==> config.mk <==
export PLATFORM = sky130hd
export DESIGN_NAME = serializador_paralelo
export DESIGN_NICKNAME = d
export VERILOG_FILES = /design/src/rtl/serializador_pkg.sv /design/src/rtl/contador_bits.sv /design/src/rtl/serializador_paralelo.sv
export SDC_FILE = /design/constraint.sdc
export NUM_CORES = 1
export LEC_CHECK = 0
export ABC_AREA = 1
export BUFFER_PORTS_ARGS = -buffer_cell sky130_fd_sc_hd__buf_4
export CAP_MARGIN = 20
export CORE_AREA = 2 2 39 41
export DETAILED_ROUTE_END_ITERATION = 10
export DIE_AREA = 0 0 41 43
export PLACE_DENSITY = 0.52
export SYNTH_ARGS = -nofsm -noshare
export SYNTH_HDL_FRONTEND = slang
export SYNTH_SLANG_ARGS = --single-unit
==> constraint.sdc <==
create_clock -name clock -period 1.3 [get_ports clock]
set_input_delay 0 -clock clock [delete_from_list [all_inputs] [get_ports clock]]
set_output_delay 0 -clock clock [all_outputs]
set_load 0.03 [all_outputs]
==> src/rtl/serializador_pkg.sv <==
// Shared constants and helpers for the parallel-in / serial-out transmitter.
package serializador_pkg;

   localparam logic OCIOSO     = 1'b0;
   localparam logic DESLOCANDO = 1'b1;

   function automatic int clog2(input int n);
      int r;
      r = 0;
      for (int i = 0; i < 31; i++)
         if ((1 << i) < n) r = i + 1;
      return r;
   endfunction

endpackage

==> src/rtl/contador_bits.sv <==
// Bit position counter for one frame; flags the last bit position.
module contador_bits
   import serializador_pkg::*;
#(
   parameter int WIDTH = 4
) (
   input  logic clock,
   input  logic reset,
   input  logic clear,
   input  logic enable,
   output logic ultimo
);

   localparam int CW = clog2(WIDTH);
   localparam logic [CW-1:0] TOPO = CW'(WIDTH - 1);
   localparam logic [CW-1:0] UM   = CW'(1);

   logic [CW-1:0] count;

   always_ff @(posedge clock or negedge reset) begin
      if (!reset) begin
         count <= '0;
      end else if (clear) begin
         count <= '0;
      end else if (enable) begin
         count <= count + UM;
      end
   end

   assign ultimo = (count == TOPO);

endmodule

==> src/rtl/serializador_paralelo.sv <==
// Parallel-in / serial-out shift register with load handshake and
// valid / last-bit flags; back-to-back frames need no idle cycle.
module serializador_paralelo
   import serializador_pkg::*;
#(
   parameter int WIDTH     = 4,
   parameter bit MSB_FIRST = 1'b1
) (
   input  logic             clock,
   input  logic             reset,
   input  logic             carga,
   input  logic [WIDTH-1:0] dado,
   input  logic             avanca,
   output logic             pronto,
   output logic             saida,
   output logic             valido,
   output logic             fim
);

   logic             estado;
   logic [WIDTH-1:0] sr;
   logic [WIDTH-1:0] deslocado;
   logic             ultimo;
   logic             accept;
   logic             avancar;

   assign avancar = (estado == DESLOCANDO) && avanca;
   assign valido  = (estado == DESLOCANDO);
   assign fim     = valido && ultimo;
   assign pronto  = (estado == OCIOSO) || (fim && avanca);
   assign accept  = carga && pronto;

   contador_bits #(
      .WIDTH (WIDTH)
   ) u_contador (
      .clock  (clock),
      .reset  (reset),
      .clear  (accept || (avancar && ultimo)),
      .enable (avancar && !ultimo),
      .ultimo (ultimo)
   );

   // The output end of the register is the bit currently on saida.
   generate
      if (MSB_FIRST) begin : g_msb
         assign saida     = sr[WIDTH-1];
         assign deslocado = {sr[WIDTH-2:0], 1'b0};
      end else begin : g_lsb
         assign saida     = sr[0];
         assign deslocado = {1'b0, sr[WIDTH-1:1]};
      end
   endgenerate

   always_ff @(posedge clock or negedge reset) begin
      if (!reset) begin
         estado <= OCIOSO;
         sr     <= '0;
      end else if (accept) begin
         estado <= DESLOCANDO;
         sr     <= dado;
      end else if (avancar) begin
         if (ultimo) begin
            estado <= OCIOSO;
            sr     <= '0;
         end else begin
            sr <= deslocado;
         end
      end
   end

endmodule
==> metrics.md, run 1 <==
| Metric | Value |
|---|---|
| Final wirelength | `686 um` |
| Critical path's top delay family | `flip-flops` |
| Area overhead of the layout relative to synthesis | `40.3%` |
| # clock sinks | `7` |
| Buffers from clock root to sink, at most | `2` |
| Post-synth ARST share | `1.00` |
| Via Count | `327` |
| Yosys top cell by area | `sky130_fd_sc_hd__dfrtp_1` |
| Power density over the cells | `1910 nW/um2` |
| Data arrival, critical path | `roughly 1.2 ns` |
| Drt via density | `4.14` |
| Total die area | `1760 um2` |
| Crit Path Category | `reg2out` |
| RSZ-0062 raised after global routing | `no` |
| Power, Total | `~980 uW` |
| Worst Path Required | `approximately 1.3 ns` |
| RD Place Congestion | `0.691` |
| Count leader, synth | `sky130_fd_sc_hd__nand2_1` |
| Clock buffer count from CTS | `3` |
| Run status | `completed` |
| Post-synth cell types | `13` |
| Core region area | `1380 um2` |
| Buffers and inverters on the worst path | `1` |
| Later-pin clock latency in the skew report | `0.24 ns` |
| Synth Area per Inst | `slightly below 8 um2` |
| Overall track demand over capacity in global routing | `0.0953` |
| List of cells traversed by the critical path | `ha_2 > nand3_2 > nand2_2 > buf_4` |
| Max H-tree Level | `1` |
| DIE WIDTH | `41 um` |
| Cell with the biggest individual delay on the critical path | `sky130_fd_sc_hd__dfrtp_1` |
| Port Buffers | `11` |
| Top-level I/O count | `12` |
| Worst VDD drop | `619 uV` |
| Highest Signal Layer | `met3` |
| Met2 routed WL | `289 um` |
| Reg2Reg Setup Slack | `about 0.19 ns` |
| Post-CTS clock slew at the launch and capture registers of the worst setup and hold paths | `0.05 ns` |
| Detailed-placement wirelength estimate | `about 570 um` |
| # Max-Cap Violations | `0` |
| Dominant cells by area after synthesis | `sky130_fd_sc_hd__dfrtp_1 (48%), sky130_fd_sc_hd__nand2_1 (22%), sky130_fd_sc_hd__o211ai_1 (6.1%)` |
| Crit path max fanout | `6` |
| First-pass GRT wire length | `~1.1 mm` |
| Commonest cells in the synthesized netlist | `sky130_fd_sc_hd__nand2_1 (21), sky130_fd_sc_hd__dfrtp_1 (7), sky130_fd_sc_hd__inv_1 (4), sky130_fd_sc_hd__nand3_1 (4), sky130_fd_sc_hd__o211ai_1 (3)` |
| Ys flop type | `sky130_fd_sc_hd__dfrtp_1` |
| Net total in the final layout | `73` |
| Largest incremental delay on the critical path | `around 0.4 ns` |
| Portion of synthesized cell area occupied by the leading cell type | `0.478` |
| TritonCTS clock tree | `yes` |
| Fraction of final layout cells with drive strength greater than 1 | `0.317` |
| Post-synthesis cell count | `47` |
| Detailed-route wire length per cell | `8.68 um` |
| Worst reg2reg path endpoint | `sr[3]` |
| Number of pins with negative max-slew slack in the final report | `0` |
| Post-synthesis sequential area ratio | `0.478` |
| Clock Tree Root | `sky130_fd_sc_hd__clkbuf_4` |
| Number of rows in the core area | `14` |
| Count of yosys warnings during synthesis | `0` |
| Endpoint kind of the worst setup timing path | `output port` |
| Final number of hold-violating endpoints | `0` |
| Final critical delay including setup and external delays | `1.19 ns` |
| Setup total negative slack | `0 ns` |
| Worst Max-Slew Pin Slew | `0.229 ns` |
| Post-synthesis cell area | `367 um2` |
| Max frequency | `0.842 GHz` |
| Yosys reg bits | `7` |
| Leakage power summed over all cells | `~0.28 nW` |
| # diodes | `0` |
| R2R depth | `7` |
| Residual antenna-violating net count after detailed routing | `0` |
| Launch instance of the worst register-to-register path | `u_contador.count[0]` |
| Detailed-routed wire length on met3 | `53 um` |
| Synthesized net count | `56` |
| Final worst-path cycle share | `0.914` |
| DIE HEIGHT | `around 43 um` |
| Routed met1 length | `approximately 340 um` |
| 1st-pass router iterations | `4` |
| Total overflow reported by the global router | `0` |
| Element type at the critical path start | `flip-flop` |
| Headroom to the max-slew limit | `0.848` |
| Setup crit start | `u_contador.count[0]` |
| End point of the most critical hold path | `sr[0]` |
| Effective utilization at floorplan | `0.265` |
| Hold Crit Depth | `3` |
| Number of flops mapped to enable cells by yosys | `0` |
| DRC violation count after routing | `0` |
| Hold Path Origin | `carga` |
| Initial antenna violation count | `0` |
| Via count of the first global-routing pass | `286` |
| Number of setup violations in the final report | `0` |
| Setup Skew | `0.00209 ns` |
| 1st-iter DRT viols | `1` |
| Maximum number of pins on one net before global-route repair | `10` |
| Min-delay worst type | `in2reg` |
registers in the layout, indices dropped and copies added (netlist names):
name,flops
u_contador.count,2
valido,1
sr,4
how the worst max path moves through the flow:
stage | to | slack, ns | cells after the start
detailed placement | sr[3] | 0.13 | 7
global route | pronto | 0.02 | 4
CTS | pronto | 0.05 | 4
global placement | sr[3] | 0.14 | 7
finish | pronto | 0.11 | 4
floorplan | sr[3] | 0.06 | 7
kinds of logic after synthesis:
logic type               count (synthesis)  synth area share
buffers and inverters                    6            0.0648
adder cells (fa/ha/maj)                  1            0.0341
AND/OR/NAND/NOR                         28             0.324
AO/OA/AOI/OAI                            5            0.0990
flip-flops                               7             0.478
tightest hold or removal path, cell delays in order:
cell and delay [ns]:
sky130_fd_sc_hd__buf_4 0.10, sky130_fd_sc_hd__nand3_1 0.08, sky130_fd_sc_hd__nand2_1 0.06
metal layers:
metal | vias up | global-route usage
met3 | 0 | 0.0314
met5 | - | 0
met4 | 0 | 0.100
met1 | 133 | 0.113
li1 | 183 | -
met2 | 11 | 0.122
layout by cell type, fill, tap and decap left out:
master                           n
sky130_fd_sc_hd__o211ai_1        3
sky130_fd_sc_hd__nor2_1          1
sky130_fd_sc_hd__o21ai_2         1
sky130_fd_sc_hd__o21ai_0         1
sky130_fd_sc_hd__buf_4          11
sky130_fd_sc_hd__ha_2            1
sky130_fd_sc_hd__nand3_2         1
sky130_fd_sc_hd__dfrtp_2         1
sky130_fd_sc_hd__nand3_1         4
sky130_fd_sc_hd__nand2_2         1
sky130_fd_sc_hd__inv_2           1
sky130_fd_sc_hd__inv_1           4
sky130_fd_sc_hd__dlygate4sd3_1   2
sky130_fd_sc_hd__clkbuf_4        3
sky130_fd_sc_hd__nand2_1        21
sky130_fd_sc_hd__clkbuf_1        1
sky130_fd_sc_hd__dfrtp_1         6
through the flow:
step / cells / utilization / cell area (um2) / hold WS [ns] / worst slack (ns)
3_5_place_dp: 73 / 0.336 / 465 / -0.183 / 0.132
4_1_cts: 79 / 0.370 / 512 / 0.0275 / 0.0471
3_3_place_gp: 73 / 0.336 / 465 / -0.184 / 0.138
2_1_floorplan: 47 / - / 368 / -0.296 / 0.0600
5_1_grt: 79 / 0.372 / 514 / 0.0524 / 0.0242
6_report: 79 / 0.372 / 514 / 0.0314 / 0.112
report_power, final:
group	switching [mW]	internal, mW	total, mW
clock network	0.0733	0.117	0.190
logic	0.258	0.174	0.432
registers	0.0596	0.302	0.361
cell type report:
cell class | count | area, um2
inverters | 5 | 18.8
well taps | 16 | 20.0
multi-input cells | 34 | 170
flip-flops and latches | 7 | 176
clock buffers | 4 | 26.3
repair buffers | 13 | 103
fillers | 146 | 870
what timing repair did:
| item | in CTS | in global routing |
|---|---|---|
| buffers inserted | 0 | 0 |
| setup endpoints to repair | 0 | 1 |
| hold buffers | 2 | 0 |
| hold endpoints to repair | 8 | 0 |
| gates resized for setup | 0 | 1 |
No activity file was read; power rests on OpenSTA's default activity.
==> run 2, diff against run 1 <==
--- a/config.mk
+++ b/config.mk
@@ -8,10 +8,11 @@
 export ABC_AREA = 1
 export BUFFER_PORTS_ARGS = -buffer_cell sky130_fd_sc_hd__buf_4
 export CAP_MARGIN = 20
-export CORE_AREA = 2 2 39 41
+export CELL_PAD_IN_SITES_DETAIL_PLACEMENT = 2
+export CELL_PAD_IN_SITES_GLOBAL_PLACEMENT = 2
+export CORE_UTILIZATION = 24
 export DETAILED_ROUTE_END_ITERATION = 10
-export DIE_AREA = 0 0 41 43
-export PLACE_DENSITY = 0.52
+export PLACE_DENSITY = 0.73
 export SYNTH_ARGS = -nofsm -noshare
 export SYNTH_HDL_FRONTEND = slang
 export SYNTH_SLANG_ARGS = --single-unit
==> constraint.sdc (replaced) <==
create_clock -name clock -period 1.3 [get_ports clock]
set_input_delay 0.195 -clock clock [delete_from_list [all_inputs] [get_ports clock]]
set_output_delay 0.195 -clock clock [all_outputs]
set_load 0.03 [all_outputs]
==> run 2 against run 1 <==
Net effect: the flow now finishes with violations (negative setup slack); critical path type unchanged; largest power group unchanged; wire length is 60% higher; total power is 21% higher; final area grew 10%.
==> metrics.md, run 2 (synthesis gave the netlist of run 1 again) <==
| Metric | Value |
|---|---|
| # clock sinks | `7` |
| Clock buffer count from CTS | `3` |
| TritonCTS clock tree | `yes` |
| Hold Path Origin | `dado[0]` |
| Element type at the critical path start | `flip-flop` |
| Most common cell after layout, fill and taps aside | `sky130_fd_sc_hd__nand2_1` |
| DIE HEIGHT | `41.1 um` |
| Detailed-placement wirelength estimate | `750 um` |
| Setup Skew | `0.0117 ns` |
| Clock Tree Root | `sky130_fd_sc_hd__clkbuf_4` |
| Final number of hold-violating endpoints | `0` |
| RSZ-0062 raised after global routing | `yes` |
| Run status | `finished, violations left` |
| Initial antenna violation count | `0` |
| Power, Total | `between 1 and 1.5 mW` |
| Final wirelength | `1.10 mm` |
| Setup total negative slack | `-0.000260 ns` |
| End point of the most critical hold path | `sr[0]` |
| Hold_ws | `between 0.2 and 0.25 ns` |
| Post-CTS clock slew at the launch and capture registers of the worst setup and hold paths | `0.06 ns` |
| Number of setup violations in the final report | `1` |
| 1st-iter DRT viols | `4` |
| DRC violation count after routing | `0` |
| Port Buffers | `11` |
| Max frequency | `slightly below 0.8 GHz` |
| Worst VDD drop | `873 uV` |
| Max H-tree Level | `1` |
| Buffers from clock root to sink, at most | `2` |
| Final worst-path cycle share | `1.00` |
| Fraction of final layout cells with drive strength greater than 1 | `0.394` |
| Launch instance of the worst register-to-register path | `u_contador.count[0]` |
| Total die area | `1690 um2` |
| Drt via density | `between 4 and 5` |
| Worst Path Required | `1.11 ns` |
| Area overhead of the layout relative to synthesis | `54.3%` |
| Placed Instances | `between 70 and 80` |
| Commonest cells after routing, fill and taps aside | `sky130_fd_sc_hd__nand2_1 (20), sky130_fd_sc_hd__buf_4 (13), sky130_fd_sc_hd__dfrtp_1 (6), sky130_fd_sc_hd__nand3_1 (4)` |
| Reg2Reg Setup Slack | `0.09 ns` |
| # diodes | `0` |
| Endpoint kind of the worst setup timing path | `output port` |
| Final worst setup slack | `-0.000260 ns` |
| Residual antenna-violating net count after detailed routing | `0` |
| Crit path max fanout | `3` |
| Effective utilization at floorplan | `0.268` |
| Total overflow reported by the global router | `0` |
| Worst reg2reg path endpoint | `sr[2]` |
| Min-delay worst type | `in2reg` |
| Via count of the first global-routing pass | `a little under 400` |
| DIE WIDTH | `41.1 um` |
| First-pass GRT wire length | `1.65 mm` |
| Hold Crit Depth | `3` |
| Core region area | `1370 um2` |
| R2R depth | `8` |
| Top reg by flops | `sr` |
| Detailed-route wire length per cell | `between 10 and 15 um` |
| Power density over the cells | `2110 nW/um2` |
| 1st-pass router iterations | `2` |
| Crit Path Category | `reg2out` |
| Maximum number of pins on one net before global-route repair | `10` |
| Later-pin clock latency in the skew report | `~0.25 ns` |
| Max reg flops | `4` |
| Leakage power summed over all cells | `slightly above 0.3 nW` |
| Overall track demand over capacity in global routing | `0.161` |
| Violated checks | `negative setup slack` |
| Via Count | `389` |
| RD Place Congestion | `0.679` |
| Number of pins with negative max-slew slack in the final report | `0` |
| Number of rows in the core area | `13` |
| Worst Max-Slew Pin Slew | `0.280 ns` |
| # Max-Cap Violations | `0` |
| Top-level I/O count | `12` |
| Final critical delay including setup and external delays | `around 1.3 ns` |
| Data arrival, critical path | `1.11 ns` |
| Net total in the final layout | `76` |
| Non-filler instance count after layout | `approximately 80` |
| Headroom to the max-slew limit | `0.813` |
==> run 2: cell types whose count changed in the layout (fill, tap and decap cells not counted) <==
| cell | before | now |
|---|---|---|
| sky130_fd_sc_hd__inv_1 | 4 | 3 |
| sky130_fd_sc_hd__buf_4 | 11 | 13 |
| sky130_fd_sc_hd__ha_4 | 0 | 1 |
| sky130_fd_sc_hd__inv_2 | 1 | 2 |
| sky130_fd_sc_hd__dlygate4sd3_1 | 2 | 1 |
| sky130_fd_sc_hd__nand3_2 | 1 | 0 |
| sky130_fd_sc_hd__nand2_1 | 21 | 20 |
| sky130_fd_sc_hd__buf_6 | 0 | 2 |
| sky130_fd_sc_hd__nand2_4 | 0 | 1 |
| sky130_fd_sc_hd__nand3_4 | 0 | 1 |
| sky130_fd_sc_hd__ha_2 | 1 | 0 |
==> run 2: routing by layer <==
layer,vias to the layer above,track usage,share of wire
met5,-,0,0
li1,189,-,-
met2,5,0.266,0.53
met1,195,0.188,0.44
met4,0,0.0500,0
met3,0,0.0652,0.028
==> run 2: how the worst max path moves through the flow <==
stage,cells after the start,start,to
after floorplan,7,valido,sr[3]
after global placement,7,u_contador.count[0],sr[3]
after detailed placement,4,u_contador.count[0],pronto
after CTS,4,u_contador.count[0],pronto
after global routing,4,u_contador.count[0],pronto
final,4,u_contador.count[0],pronto
==> run 2: critical path: stages, from the launching register on <==
cell and delay, ns:
sky130_fd_sc_hd__dfrtp_1 0.41, sky130_fd_sc_hd__ha_4 0.19, sky130_fd_sc_hd__nand3_4 0.06, sky130_fd_sc_hd__nand2_4 0.05, sky130_fd_sc_hd__buf_6 0.14
==> run 2: where the power goes <==
group	switching (mW)	total, mW	internal (mW)
clock network	0.0847	0.202	0.117
registers	0.0805	0.382	0.301
logic	0.326	0.607	0.281
==> run 2: cell type report <==
cell class,count,area (um2)
Multi-Input combinational cell,34,195
Timing Repair Buffer,16,130
Clock buffer,4,26.3
Sequential cell,7,176
Tap cell,15,18.8
Fill cell,156,801
Inverter,5,18.8
==> run 2: repair_timing <==
| action | 4_1_cts | 5_1_grt |
|---|---|---|
| hold buffers | 1 | 0 |
| gates resized for setup | 4 | 4 |
| setup buffers | 3 | 1 |
| setup endpoints to repair | 2 | 5 |
| hold endpoints to repair | 7 | 0 |
| pin swaps | 3 | 2 |
==> run 2: through the flow <==
stage	area, um2	utilization	setup slack (ns)
after floorplan	368	-	0.0600
after global placement	464	0.340	0.137
after detailed placement	464	0.340	0.0974
after CTS	538	0.394	-0.0384
after global routing	566	0.414	-0.0541
final	566	0.414	-0.000260
